## src/rtl/vga_timing_pkg.sv

```systemverilog
// Shared SVGA 800x600@60 timing constants, pixel width and memory-owner region type.
// Imported by the timing generator and the frame scheduler.
package vga_timing_pkg;

  localparam int SVGA_H_ACTIVE = 800;
  localparam int SVGA_H_FP     = 40;
  localparam int SVGA_H_SYNC   = 128;
  localparam int SVGA_H_TOTAL  = 1056;
  localparam int SVGA_V_ACTIVE = 600;
  localparam int SVGA_V_FP     = 1;
  localparam int SVGA_V_SYNC   = 4;
  localparam int SVGA_V_TOTAL  = 628;

  localparam int PIXEL_W = 24;

  typedef enum logic {
    REGION_DISP,
    REGION_HOST
  } region_e;

endpackage

```

## src/rtl/vga_timing_gen.sv

```systemverilog
// Horizontal/vertical raster counters with region decode.
// All decode outputs are combinational from the current counter values.
module vga_timing_gen
  import vga_timing_pkg::*;
#(
  parameter int H_ACTIVE = SVGA_H_ACTIVE,
  parameter int H_FP     = SVGA_H_FP,
  parameter int H_SYNC   = SVGA_H_SYNC,
  parameter int H_TOTAL  = SVGA_H_TOTAL,
  parameter int V_ACTIVE = SVGA_V_ACTIVE,
  parameter int V_FP     = SVGA_V_FP,
  parameter int V_SYNC   = SVGA_V_SYNC,
  parameter int V_TOTAL  = SVGA_V_TOTAL,
  parameter int H_W      = $clog2(H_TOTAL),
  parameter int V_W      = $clog2(V_TOTAL)
) (
  input  logic           clk,
  input  logic           rst,
  output logic [H_W-1:0] h,
  output logic [V_W-1:0] v,
  output logic           active,
  output logic           hsync_raw,
  output logic           vsync_raw,
  output logic           frame_first
);

  localparam logic [H_W-1:0] H_LAST  = H_W'(H_TOTAL - 1);
  localparam logic [H_W-1:0] H_ACT   = H_W'(H_ACTIVE);
  localparam logic [H_W-1:0] HS_BEG  = H_W'(H_ACTIVE + H_FP);
  localparam logic [H_W-1:0] HS_END  = H_W'(H_ACTIVE + H_FP + H_SYNC);
  localparam logic [V_W-1:0] V_LAST  = V_W'(V_TOTAL - 1);
  localparam logic [V_W-1:0] V_ACT   = V_W'(V_ACTIVE);
  localparam logic [V_W-1:0] VS_BEG  = V_W'(V_ACTIVE + V_FP);
  localparam logic [V_W-1:0] VS_END  = V_W'(V_ACTIVE + V_FP + V_SYNC);

  always_ff @(posedge clk or posedge rst) begin
    if (rst) begin
      h <= '0;
      v <= '0;
    end else if (h == H_LAST) begin
      h <= '0;
      v <= (v == V_LAST) ? '0 : v + V_W'(1);
    end else begin
      h <= h + H_W'(1);
    end
  end

  assign active      = (h < H_ACT) && (v < V_ACT);
  assign hsync_raw   = (h >= HS_BEG) && (h < HS_END);
  assign vsync_raw   = (v >= VS_BEG) && (v < VS_END);
  assign frame_first = (h == '0) && (v == '0);

endmodule

```

## src/rtl/vga_frame_scheduler.sv

```systemverilog
// SVGA output sequencer: owns the image memory, fetching a 4x-upscaled frame during
// active video and granting host writes only in blanking; two-stage output pipeline.
module vga_frame_scheduler
  import vga_timing_pkg::*;
#(
  parameter int H_ACTIVE    = SVGA_H_ACTIVE,
  parameter int H_FP        = SVGA_H_FP,
  parameter int H_SYNC      = SVGA_H_SYNC,
  parameter int H_TOTAL     = SVGA_H_TOTAL,
  parameter int V_ACTIVE    = SVGA_V_ACTIVE,
  parameter int V_FP        = SVGA_V_FP,
  parameter int V_SYNC      = SVGA_V_SYNC,
  parameter int V_TOTAL     = SVGA_V_TOTAL,
  parameter int SCALE_SHIFT = 2,
  parameter int IMG_W       = 200,
  parameter int IMG_H       = 150,
  parameter int ADDR_W      = 16
) (
  input  logic               clk,
  input  logic               rst,
  output logic [ADDR_W-1:0]  mem_addr,
  output logic               mem_rd,
  output logic               mem_wr,
  output logic [PIXEL_W-1:0] mem_wdata,
  input  logic [PIXEL_W-1:0] mem_rdata,
  input  logic               wr_req,
  input  logic [ADDR_W-1:0]  wr_addr,
  input  logic [PIXEL_W-1:0] wr_data,
  output logic               wr_gnt,
  output logic               wr_err,
  output logic [PIXEL_W-1:0] pixel_out,
  output logic               de,
  output logic               hsync_n,
  output logic               vsync_n,
  output logic               frame_start
);

  localparam int H_W = $clog2(H_TOTAL);
  localparam int V_W = $clog2(V_TOTAL);
  localparam logic [ADDR_W-1:0] IMG_W_A   = ADDR_W'(IMG_W);
  localparam logic [ADDR_W-1:0] IMG_LIMIT = ADDR_W'(IMG_W * IMG_H);

  logic [H_W-1:0] h;
  logic [V_W-1:0] v;
  logic           active, hsync_raw, vsync_raw, frame_first;

  vga_timing_gen #(
    .H_ACTIVE (H_ACTIVE), .H_FP (H_FP), .H_SYNC (H_SYNC), .H_TOTAL (H_TOTAL),
    .V_ACTIVE (V_ACTIVE), .V_FP (V_FP), .V_SYNC (V_SYNC), .V_TOTAL (V_TOTAL),
    .H_W      (H_W),      .V_W  (V_W)
  ) u_timing (
    .clk         (clk),
    .rst         (rst),
    .h           (h),
    .v           (v),
    .active      (active),
    .hsync_raw   (hsync_raw),
    .vsync_raw   (vsync_raw),
    .frame_first (frame_first)
  );

  // Stored image pixel for the current raster position; all arithmetic wraps in ADDR_W bits.
  logic [ADDR_W-1:0] row_idx, col_idx, disp_addr;
  assign row_idx   = ADDR_W'(v >> SCALE_SHIFT);
  assign col_idx   = ADDR_W'(h >> SCALE_SHIFT);
  assign disp_addr = row_idx * IMG_W_A + col_idx;

  region_e            region;
  logic [ADDR_W-1:0]  addr_d;
  logic               rd_d, wr_d, gnt_d, err_d;
  logic [PIXEL_W-1:0] wdata_d;

  always_comb begin
    // NOTE: every signal driven here gets a default first, so no path leaves a latch.
    region  = active ? REGION_DISP : REGION_HOST;
    addr_d  = '0;
    rd_d    = 1'b0;
    wr_d    = 1'b0;
    wdata_d = '0;
    gnt_d   = 1'b0;
    err_d   = 1'b0;
    if (region == REGION_DISP) begin
      rd_d   = 1'b1;
      addr_d = disp_addr;
    end else if (wr_req && !wr_gnt) begin
      // A grant is never issued two cycles running, giving the host a cycle to advance.
      gnt_d  = 1'b1;
      addr_d = wr_addr;
      if (wr_addr >= IMG_LIMIT) begin
        err_d = 1'b1;
      end else begin
        wr_d    = 1'b1;
        wdata_d = wr_data;
      end
    end
  end

  logic de_s1, hs_s1, vs_s1, fs_s1;

  always_ff @(posedge clk or posedge rst) begin
    if (rst) begin
      mem_addr  <= '0;
      mem_rd    <= 1'b0;
      mem_wr    <= 1'b0;
      mem_wdata <= '0;
      wr_gnt    <= 1'b0;
      wr_err    <= 1'b0;
      de_s1     <= 1'b0;
      hs_s1     <= 1'b0;
      vs_s1     <= 1'b0;
      fs_s1     <= 1'b0;
    end else begin
      // NOTE: non-blocking assignments so every register samples pre-edge values together.
      mem_addr  <= addr_d;
      mem_rd    <= rd_d;
      mem_wr    <= wr_d;
      mem_wdata <= wdata_d;
      wr_gnt    <= gnt_d;
      wr_err    <= err_d;
      de_s1     <= active;
      hs_s1     <= hsync_raw;
      vs_s1     <= vsync_raw;
      fs_s1     <= frame_first;
    end
  end

  // mem_rdata answers the address presented by stage 1 and is captured here.
  always_ff @(posedge clk or posedge rst) begin
    if (rst) begin
      pixel_out   <= '0;
      de          <= 1'b0;
      hsync_n     <= 1'b1;
      vsync_n     <= 1'b1;
      frame_start <= 1'b0;
    end else begin
      pixel_out   <= de_s1 ? mem_rdata : '0;
      de          <= de_s1;
      hsync_n     <= ~hs_s1;
      vsync_n     <= ~vs_s1;
      frame_start <= fs_s1;
    end
  end

endmodule

```

## config.mk

```make
export PLATFORM = sky130hd
export DESIGN_NAME = vga_frame_scheduler
export DESIGN_NICKNAME = d
export VERILOG_FILES = /design/src/rtl/vga_timing_pkg.sv /design/src/rtl/vga_timing_gen.sv /design/src/rtl/vga_frame_scheduler.sv
export SDC_FILE = /design/constraint.sdc
export NUM_CORES = 1
export LEC_CHECK = 0
export CORE_ASPECT_RATIO = 2
export CORE_MARGIN = 4
export CORE_UTILIZATION = 43
export CTS_CLUSTER_DIAMETER = 100
export CTS_CLUSTER_SIZE = 25
export DETAILED_ROUTE_END_ITERATION = 10
export PLACE_DENSITY = 0.87
export SLEW_MARGIN = 10
export SYNTH_ARGS = -nofsm -noshare
export SYNTH_HDL_FRONTEND = slang
export SYNTH_HIERARCHICAL = 1
export SYNTH_SLANG_ARGS = --single-unit
```

## constraint.sdc

```tcl
create_clock -name clk -period 3.1 [get_ports clk]
set_clock_uncertainty 0.2 [all_clocks]
set_input_delay 0.62 -clock clk [delete_from_list [all_inputs] [get_ports clk]]
set_output_delay 0.62 -clock clk [all_outputs]
set_load 0.005 [all_outputs]
```

==> flow_metrics.tcl <==
set metrics [dict create \
    synth_edf_count 0 \
    antenna_left 0 \
    layout.nets 688 \
    die_h_um 155.6 \
    violations "setup timing" \
    postSynthCellCount 418 \
    regToRegSetupSlack_ns -0.30 \
    r2r_end "mem_addr[15]" \
    viasPerCell 5.438 \
    core_sq_um 10610 \
    grt-ovfl-total 0 \
    firstDrtPassIters 6 \
    final_common_cell "clkdlybuf4s50_1" \
    path_class "flop to flop" \
    synth_largest_area_cell "dfrtp_1" \
    synth_nets 528 \
    layout_setup_ws_ns -0.3044 \
    grt_pass1_vias 4047 \
    die_area_sq_um 12730 \
    place_hpwl_um 9514 \
    maxCapViolations 0 \
    hold_class "flop to flop" \
    syn_area_per_cell_sq_um 11.21 \
    antenna_found_initial 0 \
    post-route-period-util_pct 109.8 \
    period_needed_ns 3.404 \
    status "finished, violations left" \
    drive_gt1_share_pct 16.47 \
    max_slew_margin_pct 45.94 \
    row_count 53 \
    leakage_nw 3.206 \
    cts_root_buffer "clkbuf_16" \
    synth_cell_type_count 54 \
    die_w_um 81.81 \
    io_buffers 138 \
    r2r_cells 11 \
    cp-startpoint "u_timing/v[4]" \
    regArea_sq_um 2412 \
    rsz0062_at_grt "yes" \
    cts_inserted_buffers 9 \
    finalHoldViolCount 0 \
    cts_max_path_buffers 2 \
    diodes 0 \
    initial_core_util_pct 44.15 \
    async_flop_share_pct 100.0 \
    tightestPinTransition_ns 0.8100 \
    wire_per_inst_um 19.38 \
    gp_congestion 0.9190 \
    vias 3915 \
    final_cell_mix "138 x clkdlybuf4s50_1, 88 x dfrtp_1, 27 x and2_1" \
    route.detailed.drc 0 \
    power.density_nw_per_um2 370.1 \
    critPathLaunchType "flop" \
    whs_ns 0.1516 \
    drt-initial-drc-count 222 \
    htreeDepth 3 \
    drt-total-wl_um 13950 \
    cp-endpoint "mem_addr[15]" \
    grt_max_degree 72 \
    synth_warnings 6 \
    cts_tree "yes" \
    clock_latency_ns 0.35 \
    dp_slack_ns -0.2011 \
    final_core_util_pct 66.06 \
    synth_flop_cell "dfrtp_1" \
    slew_violations 0 \
    worst_r2r_startpoint "u_timing/v[4]" \
    grt_pass1_wl_um 20740 \
    crit_fanout 4 \
    worstPathRequired_ns 3.12 \
    synthTopCellsByArea "dfrtp_1 50%, ha_1 10%, and2_1 3.6%" \
    io-pin-count 139 \
    cts_sinks 96 \
    critPathArrivalTime_ns 3.43 \
    total_power_mw 2.594 \
    area_growth_pct 49.63 \
    fill_cells 695 \
    clkTransAtPathRegs_ns 0.07 \
    hp-start "vs_s1" \
    setup_viol 7 \
    vdd_ir_drop_max_mv 0.3739 \
    track_usage_pct 21.65 \
    ys_ff_latch 96 \
    cp-end-kind "flop" \
    fmax_ghz 0.2937 \
    syn_area_sq_um 4684 \
    seq_area_frac_synth_pct 51.34 \
    multi_input_area_sq_um 2415 \
    synth_top_area_share_pct 50.21 \
]
[synth_stat cells, types with 3 or more instances]
cell / n
ha_1: 39
fa_1: 4
and3_1: 26
nor2b_1: 4
a21oi_1: 9
inv_1: 29
nor3_1: 5
o21ai_0: 9
a22o_1: 6
dfrtp_1: 94
nand3_1: 11
o21ai_1: 11
or3_1: 3
nand4_1: 10
clkbuf_1: 12
nor4_1: 3
xor2_1: 15
a21o_1: 7
and2_1: 27
nand2_1: 25
nor2_1: 15
xnor2_1: 10
[state kept, by name, indices dropped and copies added, names as in the netlist, 10 cells and up]
name        flops
pixel_out      24
mem_wdata      24
u_timing/h     11
mem_addr       16
u_timing/v     10
[power by group]
part	switching, mW	internal, mW	total, mW
Combinational	0.0590	0.113	0.172
Clock	0.508	0.642	1.15
Sequential	0.00433	1.27	1.27
Total	0.572	2.02	2.59
[per-layer routing]
layer	up-vias	global-route usage [%]	part of all wire, %
li1	1752	-	-
met1	1927	19.98	31
met3	51	4.971	7.3
met4	0	10.86	4.7
met5	-	0	0
met2	185	41.76	57
[critical path, cell delays in order (launching register included)]
cell      delay (ns)
dfrtp_2         0.45
ha_4            0.29
ha_4            0.19
fa_1            0.50
ha_4            0.33
and2b_2         0.23
o22ai_4         0.09
xnor2_2         0.18
and4bb_2        0.30
nand4_1         0.16
xor2_1          0.25
o21ai_1         0.10
[through the flow]
| step | cell area (sq um) | setup TNS, ns | instances |
|---|---|---|---|
| 5_1_grt | 7009 | -1.318 | 720 |
| 2_1_floorplan | 4781 | 0 | 418 |
| 3_3_place_gp | 6452 | -0.2154 | 701 |
| 4_1_cts | 6919 | -0.5043 | 719 |
| 6_report | 7009 | -0.7809 | 720 |
| 3_5_place_dp | 6452 | -0.7684 | 701 |
[final cells by class]
class	count	share of cell area, %
Clock inverter	7	1.250
Sequential cell	96	34.42
Timing Repair Buffer	164	22.67
Inverter	29	1.553
Tap cell	137	2.446
Clock buffer	9	3.213
Multi-Input combinational cell	278	34.45
[timing repair]
item	in CTS	in global routing
endpoints found under the setup margin	7	7
hold buffers	0	0
pin swaps	13	23
resized for setup	22	17
buffers inserted	2	2
[kinds of logic (layout without fill, tap and decap cells)]
kind of cell	count (synthesis)	after routing	synth area share, %
adders and majority gates	43	43	12.13
buffers and inverters	44	209	3.846
DFF	96	96	51.34
AOI/OAI and AO/OA	59	59	8.414
and+or+nand+nor	145	145	17.65
xor gates and xnor gates	28	28	5.956
muxes	3	3	0.6677
[how the worst min path moves through the flow]
stage	to	slack, ns	cells past startpoint
2_1_floorplan	frame_start	0.13	0
6_report	vsync_n	0.15	1
3_3_place_gp	hsync_n	0.14	1
3_5_place_dp	vsync_n	0.14	1
4_1_cts	vsync_n	0.15	1
5_1_grt	vsync_n	0.16	1
No activity file was read; power rests on OpenSTA's default activity.
